[config.mk]
export PLATFORM = sky130hd
export DESIGN_NAME = ps2_key_decoder_flat
export DESIGN_NICKNAME = d
export VERILOG_FILES = /design/src/rtl/ps2_key_decoder_if.sv /design/src/rtl/ps2_key_decoder.sv /design/src/flat_wrapper.sv
export SDC_FILE = /design/constraint.sdc
export NUM_CORES = 1
export LEC_CHECK = 0
export ABC_AREA = 0
export BUFFER_PORTS_ARGS = -buffer_cell sky130_fd_sc_hd__buf_2
export CAP_MARGIN = 20
export CORE_MARGIN = 10
export CORE_UTILIZATION = 53
export CTS_BUF_LIST = sky130_fd_sc_hd__clkbuf_2 sky130_fd_sc_hd__clkbuf_4 sky130_fd_sc_hd__clkbuf_8
export CTS_CLUSTER_DIAMETER = 120
export DETAILED_ROUTE_END_ITERATION = 10
export PLACE_DENSITY_LB_ADDON = 0.05
export REMOVE_ABC_BUFFERS = 1
export SYNTH_ARGS = -nofsm -noshare
export SYNTH_HDL_FRONTEND = slang
export SYNTH_SLANG_ARGS = --single-unit
[constraint.sdc]
create_clock -name clk -period 13.7 [get_ports clk]
set_input_delay 2.74 -clock clk [delete_from_list [all_inputs] [get_ports clk]]
set_output_delay 2.74 -clock clk [all_outputs]
set_load 0.01 [all_outputs]
[src/rtl/ps2_key_decoder_if.sv]
// Output event stream of ps2_key_decoder: FWFT head entry with a valid/ready handshake.
// master = decoder (producer), slave = display/consumer logic.
interface ps2_key_decoder_if;
    logic       out_valid;
    logic       out_ready;
    logic [7:0] out_ascii;
    logic [7:0] out_scan;

    modport master (output out_valid, output out_ascii, output out_scan, input out_ready);
    modport slave  (input out_valid, input out_ascii, input out_scan, output out_ready);
endinterface

[src/rtl/ps2_key_decoder.sv]
// PS/2 set-2 scan-code decoder: prefix FSM, typematic suppression, ASCII mapping, FWFT event FIFO.
// Optional macro PS2_SHIFT_EN adds left/right shift tracking and lowercase letters.
module ps2_key_decoder #(
    parameter int FIFO_DEPTH = 8,
    parameter int CNT_WIDTH  = 8
) (
    input  logic                 clk,
    input  logic                 clrn,
    input  logic                 code_valid,
    input  logic [7:0]           code,
    ps2_key_decoder_if.master    bus,
    output logic                 held,
    output logic [CNT_WIDTH-1:0] key_count,
    output logic                 overflow
);
    localparam int AW = $clog2(FIFO_DEPTH);
    localparam logic [AW:0] FULL_CNT = (AW+1)'(FIFO_DEPTH);

    typedef enum logic [1:0] {IDLE, BREAK, EXT, EXT_BREAK} state_t;
    typedef struct packed {
        logic [7:0] ascii;
        logic [7:0] scan;
    } entry_t;

    // Returns 0x00 for unmapped codes; letters come back uppercase unless lower is set.
    function automatic logic [7:0] map_code(input logic [7:0] c, input logic lower);
        logic [7:0] a;
        case (c)
            8'h1C: a = 8'h41;  8'h32: a = 8'h42;  8'h21: a = 8'h43;  8'h23: a = 8'h44;
            8'h24: a = 8'h45;  8'h2B: a = 8'h46;  8'h34: a = 8'h47;  8'h33: a = 8'h48;
            8'h43: a = 8'h49;  8'h3B: a = 8'h4A;  8'h42: a = 8'h4B;  8'h4B: a = 8'h4C;
            8'h3A: a = 8'h4D;  8'h31: a = 8'h4E;  8'h44: a = 8'h4F;  8'h4D: a = 8'h50;
            8'h15: a = 8'h51;  8'h2D: a = 8'h52;  8'h1B: a = 8'h53;  8'h2C: a = 8'h54;
            8'h3C: a = 8'h55;  8'h2A: a = 8'h56;  8'h1D: a = 8'h57;  8'h22: a = 8'h58;
            8'h35: a = 8'h59;  8'h1A: a = 8'h5A;
            8'h45: a = 8'h30;  8'h16: a = 8'h31;  8'h1E: a = 8'h32;  8'h26: a = 8'h33;
            8'h25: a = 8'h34;  8'h2E: a = 8'h35;  8'h36: a = 8'h36;  8'h3D: a = 8'h37;
            8'h3E: a = 8'h38;  8'h46: a = 8'h39;
            default: a = 8'h00;
        endcase
        if (lower && a >= 8'h41)
            a = a | 8'h20;
        return a;
    endfunction

    state_t           state;
    logic [7:0]       last_key;
    entry_t           head_q;
    entry_t           mem [FIFO_DEPTH];
    logic [AW-1:0]    rd_ptr, wr_ptr, rd_next;
    logic [AW:0]      count;
    logic             lower;
    logic [7:0]       ascii;
    logic             new_press, pop, full, push_ok, drop, head_load;
    entry_t           push_entry, head_d;

`ifdef PS2_SHIFT_EN
    logic lshift, rshift;
    assign lower = !(lshift || rshift);
`else
    assign lower = 1'b0;
`endif

    assign bus.out_valid = (count != '0);
    assign bus.out_ascii = head_q.ascii;
    assign bus.out_scan  = head_q.scan;

    // NOTE: every signal assigned in always_comb gets a default first, otherwise a latch is inferred.
    always_comb begin
        ascii      = map_code(code, lower);
        new_press  = code_valid && (state == IDLE) && (code != 8'hF0) && (code != 8'hE0)
                     && (ascii != 8'h00) && !(held && (code == last_key));
        push_entry = '{ascii: ascii, scan: code};
        pop        = (count != '0) && bus.out_ready;
        full       = (count == FULL_CNT);
        push_ok    = new_press && (!full || pop);
        drop       = new_press && full && !pop;
        rd_next    = rd_ptr + AW'(1);
        head_load  = 1'b0;
        head_d     = push_entry;
        // The head register only reloads when the FIFO stays non-empty, so it holds when drained.
        if (pop && (count != (AW+1)'(1))) begin
            head_load = 1'b1;
            head_d    = mem[rd_next];
        end else if (push_ok && ((count == '0) || pop)) begin
            head_load = 1'b1;
        end
    end

    // NOTE: the FIFO storage has no reset; pointers and the registered head define what is visible.
    always_ff @(posedge clk) begin
        if (push_ok)
            mem[wr_ptr] <= push_entry;
    end

    // NOTE: sequential state uses non-blocking assignments so every register samples pre-edge values.
    always_ff @(posedge clk) begin
        if (!clrn) begin
            state     <= IDLE;
            last_key  <= 8'h00;
            held      <= 1'b0;
            key_count <= '0;
            overflow  <= 1'b0;
            head_q    <= '0;
            rd_ptr    <= '0;
            wr_ptr    <= '0;
            count     <= '0;
`ifdef PS2_SHIFT_EN
            lshift    <= 1'b0;
            rshift    <= 1'b0;
`endif
        end else begin
            if (code_valid) begin
                case (state)
                    IDLE: begin
                        if (code == 8'hF0)
                            state <= BREAK;
                        else if (code == 8'hE0)
                            state <= EXT;
`ifdef PS2_SHIFT_EN
                        if (code == 8'h12) lshift <= 1'b1;
                        if (code == 8'h59) rshift <= 1'b1;
`endif
                    end
                    BREAK: begin
                        state <= IDLE;
                        if (held && (code == last_key))
                            held <= 1'b0;
`ifdef PS2_SHIFT_EN
                        if (code == 8'h12) lshift <= 1'b0;
                        if (code == 8'h59) rshift <= 1'b0;
`endif
                    end
                    EXT:       state <= (code == 8'hF0) ? EXT_BREAK : IDLE;
                    EXT_BREAK: state <= IDLE;
                    default:   state <= IDLE;
                endcase
            end

            if (new_press) begin
                held      <= 1'b1;
                last_key  <= code;
                key_count <= key_count + CNT_WIDTH'(1);
            end
            if (drop)
                overflow <= 1'b1;

            if (push_ok)
                wr_ptr <= wr_ptr + AW'(1);
            if (pop)
                rd_ptr <= rd_next;
            case ({push_ok, pop})
                2'b10:   count <= count + (AW+1)'(1);
                2'b01:   count <= count - (AW+1)'(1);
                default: count <= count;
            endcase
            if (head_load)
                head_q <= head_d;
        end
    end
endmodule

[src/flat_wrapper.sv]
// flat-port wrapper written by rule: the top's interface ports become plain ports
module ps2_key_decoder_flat 
#(
    parameter int FIFO_DEPTH = 8,
    parameter int CNT_WIDTH  = 8
)
  (clk, clrn, code_valid, code, held, key_count, overflow, bus_out_valid, bus_out_ascii, bus_out_scan, bus_out_ready);
  ps2_key_decoder_if bus_i ();
  input  logic clk;
  input  logic clrn;
  input  logic code_valid;
  input  logic [7:0] code;
  output logic held;
  output logic [CNT_WIDTH-1:0] key_count;
  output logic overflow;
  output wire logic [$bits(bus_i.out_valid)-1:0] bus_out_valid;
  output wire logic [$bits(bus_i.out_ascii)-1:0] bus_out_ascii;
  output wire logic [$bits(bus_i.out_scan)-1:0] bus_out_scan;
  input wire logic [$bits(bus_i.out_ready)-1:0] bus_out_ready;
  assign bus_out_valid = bus_i.out_valid;
  assign bus_out_ascii = bus_i.out_ascii;
  assign bus_out_scan = bus_i.out_scan;
  assign bus_i.out_ready = bus_out_ready;
  ps2_key_decoder #(.FIFO_DEPTH(FIFO_DEPTH), .CNT_WIDTH(CNT_WIDTH)) u_core (.clk(clk), .clrn(clrn), .code_valid(code_valid), .code(code), .bus(bus_i), .held(held), .key_count(key_count), .overflow(overflow));
endmodule
==> out/results.ini <==
[status]
status=complete, no violations

[synth]
syn_area_mm2=0.007538
synth-seq-cells=165
async_flop_share_pct=0
avgSynthCellArea_um2=13.30
yosys_warnings=0
synthFlopType=edfxtp_1
synth-edff-count=120
yosys.area.top_type=edfxtp_1
synthTopCellsByArea=edfxtp_1 48%, dfxtp_1 12%, mux4_2 9.0%
netlist_instances=567
synth_top_area_share_pct=47.80
synth_seq_area_share_pct=59.75
yosysUniqueCellTypes=66

[critical_path]
cp_slowest_stage_delay_ns=0.78
critPathCaptureType=flop
cpLargestDelayFamily=compound AO/OA/AOI/OAI gates
crit_chain=buf_2 > inv_2 > a221o_1 > a311o_1 > a311oi_4 > or3_4 > o21ai_2 > buf_4 > inv_2 > nand3_1 > nor2_2
criticalPathCategory=in2reg
critical_path_peak_fanout=44
crit_path_start_kind=primary input
cp.arrival_ns=6.65
path_buf_inv=4
worstPathRequired_ns=13.76
cpMostUsedCell=inv_2
cp_slowest_cell=nor2_2

[grt]
gr-usage-all-layers_pct=17.80
grt_max_degree=45
grt_pass1_vias=4917
grt_pass1_wl_um=27280
grt_overflow=0
antenna_found_initial=0

[finish]
area_delta_synth_final_pct=9.693
nNetsFinal=628
n_fill_cell=1120
drive_gt1_share_pct=22.56
num_antenna_cells=0

[sta]
fin_crit_sh_pct=48.12
setup_tns_ns=0
finalSetupViolCount=0
fin_worst_skew_ns=0.01341
hold_viol=0
whs_ns=0.4723
clock.fmax_ghz=0.1517
tightest_slew_ns=0.9535
rsz0062_at_grt=no
max_slew_margin_pct=36.23
period_minus_slack_ns=6.592
slew_violations=0

[job]
drv_cap=0

[drt]
wl_per_cell_um=21.17
wl_um=16850
ant_nets=0
num_vias=4679
drc=0
drtPass1Iterations=4
drtIter0Drc=349
viasPerCell=5.878

[clock_tree]
numCtsBuffers=17
postCtsHoldBufs=0
clockRootBuffer=clkbuf_8
post_cts_buffers=0
insertion_delay_ns=0.44
cts_tree=yes
cts_sinks=165
cts_resized=0
htreeDepth=4
clk_pin_slew_worst_paths_ns=0.08
cts_buffer_depth=2

[floorplan]
core-area_mm2=0.01393
dieArea_mm2=0.01939
die_w_um=139.3
io_pins=39
floorplan.initialDensity_pct=54.10
row_count=43
die_h_um=139.3

[min_path]
hold_path_class=reg2reg

[power_and_ir_drop]
finalPower_mw=1.263
ir_drop_uv=76.08
leakage_nw=2.848
powerDensity_mw_per_mm2=152.7

[placed_design]
place_congestion=0.8353
portBuffers=37
dpl.hpwl_um=10540

-- synth_stat cells, types with 3 or more instances --
master    count
a31oi_1       8
buf_4         6
a21oi_1      28
nand2b_1      6
nor4_1        3
xor2_1        5
dfxtp_1      45
o21ai_0      13
mux4_2       30
nor2_1       38
nand4_1       6
ha_1         13
buf_2        10
a211oi_1     10
nand3_1       8
o211ai_1      6
and2_1        3
nand2_1      53
nor2b_1      12
mux2_2        4
a221oi_1      4
nor3_1       12
clkbuf_1     12
inv_2         3
inv_1        13
a21o_1        3
mux2i_1      23
edfxtp_1    120
and3_1        6
xnor2_1      13
or3_1         5
buf_1         3
-- tightest hold or removal path, cell delays in order, from the launching register on --
cell     delay, ns
dfxtp_1       0.33
nor2_1        0.04
nor2_1        0.07
-- stage by stage --
stage	cell area [µm²]	utilization (%)	std cells	setup WS (ns)
finish	8269	59.34	796	7.108
global route	8269	59.34	796	6.756
CTS	8269	59.34	796	7.074
detailed placement	7923	56.86	764	6.621
global placement	7923	56.86	764	6.737
floorplan	7365	-	534	6.753
-- flip-flops by register name, summed over array words and instances, names as in the netlist, 2 cells and up --
name	flops
u_core.count	4
u_core.rd_ptr	3
u_core.bus.out_ascii	7
u_core.last_key	8
u_core.state	2
u_core.bus.out_scan	8
u_core.key_count	8
u_core.wr_ptr	3
u_core.mem	120
-- power breakdown --
part,internal [mW],total [mW],switching (mW)
Combinational,0.163,0.360,0.198
Clock,0.137,0.310,0.174
Sequential,0.572,0.592,0.0207
Total,0.871,1.26,0.392
-- area by class of cell --
class	instances	area (µm²)	area share, %
well taps	180	225.2	2.724
inverters	17	63.81	0.7717
flip-flops and latches	165	4506	54.49
clock buffers	22	271.5	3.283
multi-input cells	352	2845	34.41
clock inverters	10	75.07	0.9079
repair buffers	50	282.8	3.420
-- final timing paths --
kind,from,endpoint,slack [ns],cells past startpoint
hold / removal,u_core.overflow,u_core.overflow,0.47,2
setup / recovery,code[3],u_core.mem[7][1],7.11,11
hold reg to reg,u_core.overflow,u_core.overflow,0.47,2
setup reg to reg,u_core.last_key[2],u_core.mem[7][1],10.59,9
-- kinds of logic (layout without fill, tap and decap cells) --
family,Yosys count,in the layout,share of synthesized area [%]
and+or+nand+nor,166,166,11.00
DFF,165,165,59.75
AOI/OAI and AO/OA,97,97,9.179
muxes,57,57,12.61
buffers and inverters,50,99,3.153
xor gates and xnor gates,18,18,2.091
adders and majority gates,13,13,2.158
other,1,1,0.04974
-- layout by cell type (no fill, tap or decap), drive strengths merged, types with 4 or more instances in the layout --
master,n
a211oi,10
a21oi,28
a221oi,4
a31oi,8
and3,6
buf,50
clkbuf,22
clkinv,5
dfxtp,45
edfxtp,120
ha,13
inv,19
mux2,4
mux2i,23
mux4,30
nand2,53
nand2b,7
nand3,8
nand4,6
nor2,38
nor2b,12
nor3,13
o211ai,6
o21ai,17
or3,6
xnor2,13
xor2,5
-- layer usage --
metal	track usage [%]	wire (µm)
met4	6.096	231
met1	23.64	7567
met5	0	0
met3	3.641	758
met2	28.44	8292
Note: power is estimated with default switching activity, not from simulation.
